**src/rtl/button_reader_if.sv**
```systemverilog
// Button bus: raw active-low buttons in, debounced levels and event pulses out.
interface button_reader_if #(
    parameter int unsigned NUM_BTN = 4
);
    logic [NUM_BTN-1:0] btn_n;
    logic [NUM_BTN-1:0] btn_level;
    logic [NUM_BTN-1:0] btn_press;
    logic [NUM_BTN-1:0] btn_release;
    logic [NUM_BTN-1:0] btn_long;
    logic               btn_any;

    modport master (
        output btn_n,
        input  btn_level, btn_press, btn_release, btn_long, btn_any
    );

    modport slave (
        input  btn_n,
        output btn_level, btn_press, btn_release, btn_long, btn_any
    );
endinterface

```
**src/rtl/button_reader.sv**
```systemverilog
// Multi-channel button reader: synchronize, debounce, and emit press/release/long-press pulses.
module button_reader #(
    parameter int unsigned NUM_BTN         = 4,
    parameter int unsigned DEBOUNCE_CYCLES = 120000,
    parameter int unsigned LONG_CYCLES     = 12000000
) (
    input  logic           hwclk,
    input  logic           rst,
    button_reader_if.slave bus
);

    localparam int unsigned DB_W   = $clog2(DEBOUNCE_CYCLES) + 1;
    localparam int unsigned HOLD_W = $clog2(LONG_CYCLES) + 1;

    typedef enum logic [1:0] {
        ST_RELEASED = 2'd0,
        ST_PRESSED  = 2'd1,
        ST_HELD     = 2'd2
    } state_e;

    logic [NUM_BTN-1:0] level_v;
    logic [NUM_BTN-1:0] level_nx_v;
    logic [NUM_BTN-1:0] press_v;
    logic [NUM_BTN-1:0] release_v;
    logic [NUM_BTN-1:0] long_v;
    logic               any_q;
    logic               any_d;

    for (genvar g = 0; g < NUM_BTN; g++) begin : g_ch
        logic              sync1_q;
        logic              sample_q;
        logic              level_q,   level_d;
        logic [DB_W-1:0]   db_cnt_q,  db_cnt_d;
        logic [HOLD_W-1:0] hold_q,    hold_d;
        state_e            state_q,   state_d;
        logic              press_q,   press_d;
        logic              release_q, release_d;
        logic              long_q,    long_d;
        logic              rise_c;
        logic              fall_c;

        always_ff @(posedge hwclk) begin
            if (rst) begin
                sync1_q   <= 1'b0;
                sample_q  <= 1'b0;
                level_q   <= 1'b0;
                db_cnt_q  <= '0;
                hold_q    <= '0;
                state_q   <= ST_RELEASED;
                press_q   <= 1'b0;
                release_q <= 1'b0;
                long_q    <= 1'b0;
            end else begin
                sync1_q   <= ~bus.btn_n[g];
                sample_q  <= sync1_q;
                level_q   <= level_d;
                db_cnt_q  <= db_cnt_d;
                hold_q    <= hold_d;
                state_q   <= state_d;
                press_q   <= press_d;
                release_q <= release_d;
                long_q    <= long_d;
            end
        end

        // Debounce, then drive the press FSM from the level transition on this same edge
        always_comb begin
            db_cnt_d  = '0;
            level_d   = level_q;
            hold_d    = hold_q;
            state_d   = state_q;
            press_d   = 1'b0;
            release_d = 1'b0;
            long_d    = 1'b0;

            if (sample_q != level_q) begin
                if (db_cnt_q == DB_W'(DEBOUNCE_CYCLES - 1)) begin
                    level_d = ~level_q;
                end else begin
                    db_cnt_d = db_cnt_q + 1'b1;
                end
            end

            rise_c = ~level_q &  level_d;
            fall_c =  level_q & ~level_d;

            unique case (state_q)
                ST_RELEASED: begin
                    if (rise_c) begin
                        state_d = ST_PRESSED;
                        hold_d  = '0;
                        press_d = 1'b1;
                    end
                end
                ST_PRESSED: begin
                    // A release landing on the long-press edge suppresses btn_long
                    if (fall_c) begin
                        state_d   = ST_RELEASED;
                        hold_d    = '0;
                        release_d = 1'b1;
                    end else if (hold_q == HOLD_W'(LONG_CYCLES - 1)) begin
                        state_d = ST_HELD;
                        hold_d  = hold_q + 1'b1;
                        long_d  = 1'b1;
                    end else begin
                        hold_d = hold_q + 1'b1;
                    end
                end
                ST_HELD: begin
                    if (fall_c) begin
                        state_d   = ST_RELEASED;
                        hold_d    = '0;
                        release_d = 1'b1;
                    end
                end
                default: begin
                    state_d = ST_RELEASED;
                    hold_d  = '0;
                end
            endcase
        end

        assign level_v[g]    = level_q;
        assign level_nx_v[g] = level_d;
        assign press_v[g]    = press_q;
        assign release_v[g]  = release_q;
        assign long_v[g]     = long_q;
    end

    // Registered from next-state levels so it tracks btn_level cycle for cycle
    assign any_d = |level_nx_v;

    always_ff @(posedge hwclk) begin
        if (rst) begin
            any_q <= 1'b0;
        end else begin
            any_q <= any_d;
        end
    end

    assign bus.btn_level   = level_v;
    assign bus.btn_press   = press_v;
    assign bus.btn_release = release_v;
    assign bus.btn_long    = long_v;
    assign bus.btn_any     = any_q;

endmodule

```
**src/flat_wrapper.sv**
```systemverilog
// flat-port wrapper written by rule: the top's interface ports become plain ports
module button_reader_flat 
#(
    parameter int unsigned NUM_BTN         = 4,
    parameter int unsigned DEBOUNCE_CYCLES = 120000,
    parameter int unsigned LONG_CYCLES     = 12000000
)
  (hwclk, rst, bus_btn_n, bus_btn_level, bus_btn_press, bus_btn_release, bus_btn_long, bus_btn_any);
  button_reader_if #(.NUM_BTN(NUM_BTN)) bus_i ();
  input  logic hwclk;
  input  logic rst;
  input wire logic [$bits(bus_i.btn_n)-1:0] bus_btn_n;
  output wire logic [$bits(bus_i.btn_level)-1:0] bus_btn_level;
  output wire logic [$bits(bus_i.btn_press)-1:0] bus_btn_press;
  output wire logic [$bits(bus_i.btn_release)-1:0] bus_btn_release;
  output wire logic [$bits(bus_i.btn_long)-1:0] bus_btn_long;
  output wire logic [$bits(bus_i.btn_any)-1:0] bus_btn_any;
  assign bus_i.btn_n = bus_btn_n;
  assign bus_btn_level = bus_i.btn_level;
  assign bus_btn_press = bus_i.btn_press;
  assign bus_btn_release = bus_i.btn_release;
  assign bus_btn_long = bus_i.btn_long;
  assign bus_btn_any = bus_i.btn_any;
  button_reader #(.NUM_BTN(NUM_BTN), .DEBOUNCE_CYCLES(DEBOUNCE_CYCLES), .LONG_CYCLES(LONG_CYCLES)) u_core (.hwclk(hwclk), .rst(rst), .bus(bus_i));
endmodule
```
**config.mk**
```make
export PLATFORM = sky130hd
export DESIGN_NAME = button_reader_flat
export DESIGN_NICKNAME = d
export VERILOG_FILES = /design/src/rtl/button_reader_if.sv /design/src/rtl/button_reader.sv /design/src/flat_wrapper.sv
export SDC_FILE = /design/constraint.sdc
export NUM_CORES = 1
export LEC_CHECK = 0
export CAP_MARGIN = 30
export CORE_AREA = 2 2 161 163
export DETAILED_ROUTE_END_ITERATION = 8
export DIE_AREA = 0 0 163 165
export PLACE_DENSITY_LB_ADDON = 0.3
export SLEW_MARGIN = 10
export SYNTH_ARGS = -nofsm -noshare
export SYNTH_HDL_FRONTEND = slang
export SYNTH_SLANG_ARGS = --single-unit
```
**constraint.sdc**
```tcl
create_clock -name hwclk -period 3.3 [get_ports hwclk]
set_clock_uncertainty 0.15 [all_clocks]
set_input_delay 0.495 -clock hwclk [delete_from_list [all_inputs] [get_ports hwclk]]
set_output_delay 0.495 -clock hwclk [all_outputs]
set_load 0.005 [all_outputs]
```
==> run summary <==
Clock-pin transition on the worst setup and hold timing paths: 0.06 ns
Routed wl met2: 9.973 mm
Final setup vio count: 0
Port bufs: 22
Nets@finish: 1,238
Antenna-violating nets left: 0
CTS max path bufs: 3
Num CTS Buffers: 24
Worst skew pair latency: 0.52 ns
Post-DP Area: 10,460 µm²
Vert. Die Dim: 165 µm
Area grow syn2layout: 13.68%
# placed instances: 1,516
Remaining global-route overflow: 0
# diodes: 0
Clock Root Buffer: clkbuf_16
Final worst-path cycle share: 84.21%
Post-CTS setup buffer count: 0
Final Hold Vio Count: 0
Core area: 25,040 µm²
DR vias/cell: 5.457
Compound-Gate Fraction of Synth Area: 13.93%
Yosys reg bits: 205
Slew Limit Fails: 0
Setup CP Type: flop to flop
DRC errors left: 0
Met3 WL: 862 µm
Final setup TNS: 0 ns
Number of global-route vias before repair: 8,054
Internal power: 4.382 mW
Post_cts resized: 0
Util after Layout: 45.26%
CP Max Fanout: 17
Top_reg_cell synth: dfxtp_1
Distinct cells, synth: 70
Gp weighted congestion: 0.8436
CP Capture Type: flop
Combinational fraction of design power: 4.1%
Worst hold path type: flop to flop
Post-Layout Cell Count: 1,560
Die W: 163 µm
Initial Util: 39.82%
Dpl ws: 0.5313 ns
Final worst-path setup slack: 0.5209 ns
Ys async rst share: 0%
Worst slew margin: 48.45%
Mapped Cells: 1,198
Total die area: 26,900 µm²
Cts hold-fix bufs: 0
M1 WL: 11.07 mm
Syn_nets: 1,224
Power, Total: 5.593 mW
Post-route cell area: 11,330 µm²
Post-synthesis mux area share: 0.5021%
Max frequency: 0.3598 GHz
Worst setup SP type: flop
Seq/Total Area, Yosys: 41.17%
DR iter-0 viols: 576
Power Dens Cells: 493.6 nW/µm²
Initial antenna violation count: 0
H-tree depth: 1
Slew @ Worst Pin: 0.7681 ns
Largest family of logic cells by synthesized area: simple AND/OR/NAND/NOR gates
Setup slack, reg-to-reg: 0.52 ns
Tmin final: 2.779 ns
Net Sw Frac: 21.66%
Total global-route track usage: 16.65%
WP data required: 3.59 ns
Total routed wirelength: 22.25 mm
Synth Area per Inst: 8.321 µm²
Static Leak: 3.861 nW
First-pass GRT wire length: 38.05 mm
Io pins: 23
MaxCap Viol Count: 0
Clock sinks: 205
Net Sw Power: 1.212 mW
Power share of the sequential group: 44.8%
Count of flip-flops with a built-in enable after synthesis: 0
Highest Signal Layer: met4
Clock share of power: 51.0%
Status: complete, no violations
RSZ-0062 raised after global routing: no
VDD IR max: 0.2538 mV
Synthesis Warnings: 0
Detailed-route via count: 8,513
Post-synthesis xor/xnor area fraction: 7.468%
Synth Area in Adders: 2.510%
Pre-Repair DR Iteration Count: 4
Detailed Place HPWL: 14.95 mm
Post-DR wirelength/cell: 14.27 µm
Largest net degree at the start of global routing: 26
Cell Area, Synth: 9968 µm²
Core Rows: 58
WP data arrival: 3.07 ns
CTS tree: built
Simple-gate share of the synthesized area: 30.81%
Hold Slack: 0.2887 ns
Layout cells sized above 1: 5.447%
synthesized netlist by cell type (22+ instances only):
cell / count / share of area [%]
a21oi_1: 67 / 3.4
and3_1: 43 / 2.7
clkbuf_1: 27 / 1.0
dfxtp_1: 205 / 41
inv_1: 26 / 0.98
nand2_1: 89 / 3.4
nand3_1: 79 / 4.0
nand4_1: 41 / 2.6
nor2_1: 157 / 5.9
nor3_1: 22 / 1.1
o21ai_0: 66 / 3.3
or3_1: 25 / 1.6
xnor2_1: 30 / 2.6
xor2_1: 55 / 4.8
cells in the final DEF, fill, tap and decap left out, types with 26 or more instances in the layout:
cell / Yosys / layout
dfxtp_1: 205 / 205
nor2_1: 157 / 157
nand2_1: 89 / 89
nand3_1: 79 / 79
a21oi_1: 67 / 67
o21ai_0: 66 / 66
xor2_1: 55 / 55
and3_1: 43 / 43
nand4_1: 41 / 41
xnor2_1: 30 / 30
inv_1: 26 / 26
flip-flops by register name (all words and copies together), names as in the netlist:
name                   count
u_core.g_ch.hold_q       100
u_core.g_ch.db_cnt_q      72
u_core.g_ch.state_q        8
u_core.g_ch.level_q        4
u_core.g_ch.long_q         4
u_core.g_ch.press_q        4
u_core.g_ch.release_q      4
u_core.g_ch.sample_q       4
u_core.g_ch.sync1_q        4
u_core.bus.btn_any         1
per-layer routing:
| layer | global-route usage (%) | up-vias |
|---|---|---|
| met1 | 23.23 | 3997 |
| met4 | 4.465 | 0 |
| met2 | 26.95 | 124 |
| met5 | 0 | - |
| li1 | - | 4364 |
| met3 | 2.411 | 28 |
final timing paths:
check,from,to,cells past startpoint
hold reg to reg,u_core.g_ch[3].sync1_q,u_core.g_ch[3].sample_q,1
setup / recovery,u_core.g_ch[1].db_cnt_q[0],u_core.g_ch[1].hold_q[6],7
hold / removal,u_core.g_ch[3].sync1_q,u_core.g_ch[3].sample_q,1
setup reg to reg,u_core.g_ch[1].db_cnt_q[0],u_core.g_ch[1].hold_q[6],7
worst max-delay path, cell delays in order, from the launching register on:
cell and delay [ns]:
dfxtp_1 0.37, ha_1 0.19, and3_1 0.21, nand3_1 0.24
o32a_1 0.64, nor2_1 0.60, nand4_1 0.15, o21ai_0 0.15
cells by family (layout without fill, tap and decap cells):
| family | after synthesis | count (layout) |
|---|---|---|
| and+or+nand+nor | 580 | 580 |
| AOI/OAI and AO/OA | 227 | 227 |
| DFF | 205 | 205 |
| xor gates and xnor gates | 85 | 85 |
| buffers and inverters | 76 | 108 |
| adders and majority gates | 20 | 20 |
| muxes | 5 | 5 |
power groups by stage:
stage	registers (mW)	logic (mW)	clock network (mW)
2_1_floorplan	2.56	0.155	0
3_3_place_gp	2.56	0.227	0
3_5_place_dp	2.56	0.230	0
4_1_cts	2.51	0.231	2.93
5_1_grt	2.51	0.255	3.04
6_report	2.51	0.232	2.86
cell type report:
| type | instances | area, µm² |
|---|---|---|
| clock buffers | 38 | 764.5 |
| fillers | 2433 | 13700 |
| repair buffers | 38 | 339.1 |
| inverters | 26 | 97.59 |
| flip-flops and latches | 205 | 4104 |
| well taps | 330 | 412.9 |
| multi-input cells | 917 | 5505 |
| clock inverters | 6 | 108.9 |
(Power assumes the default switching activity.)
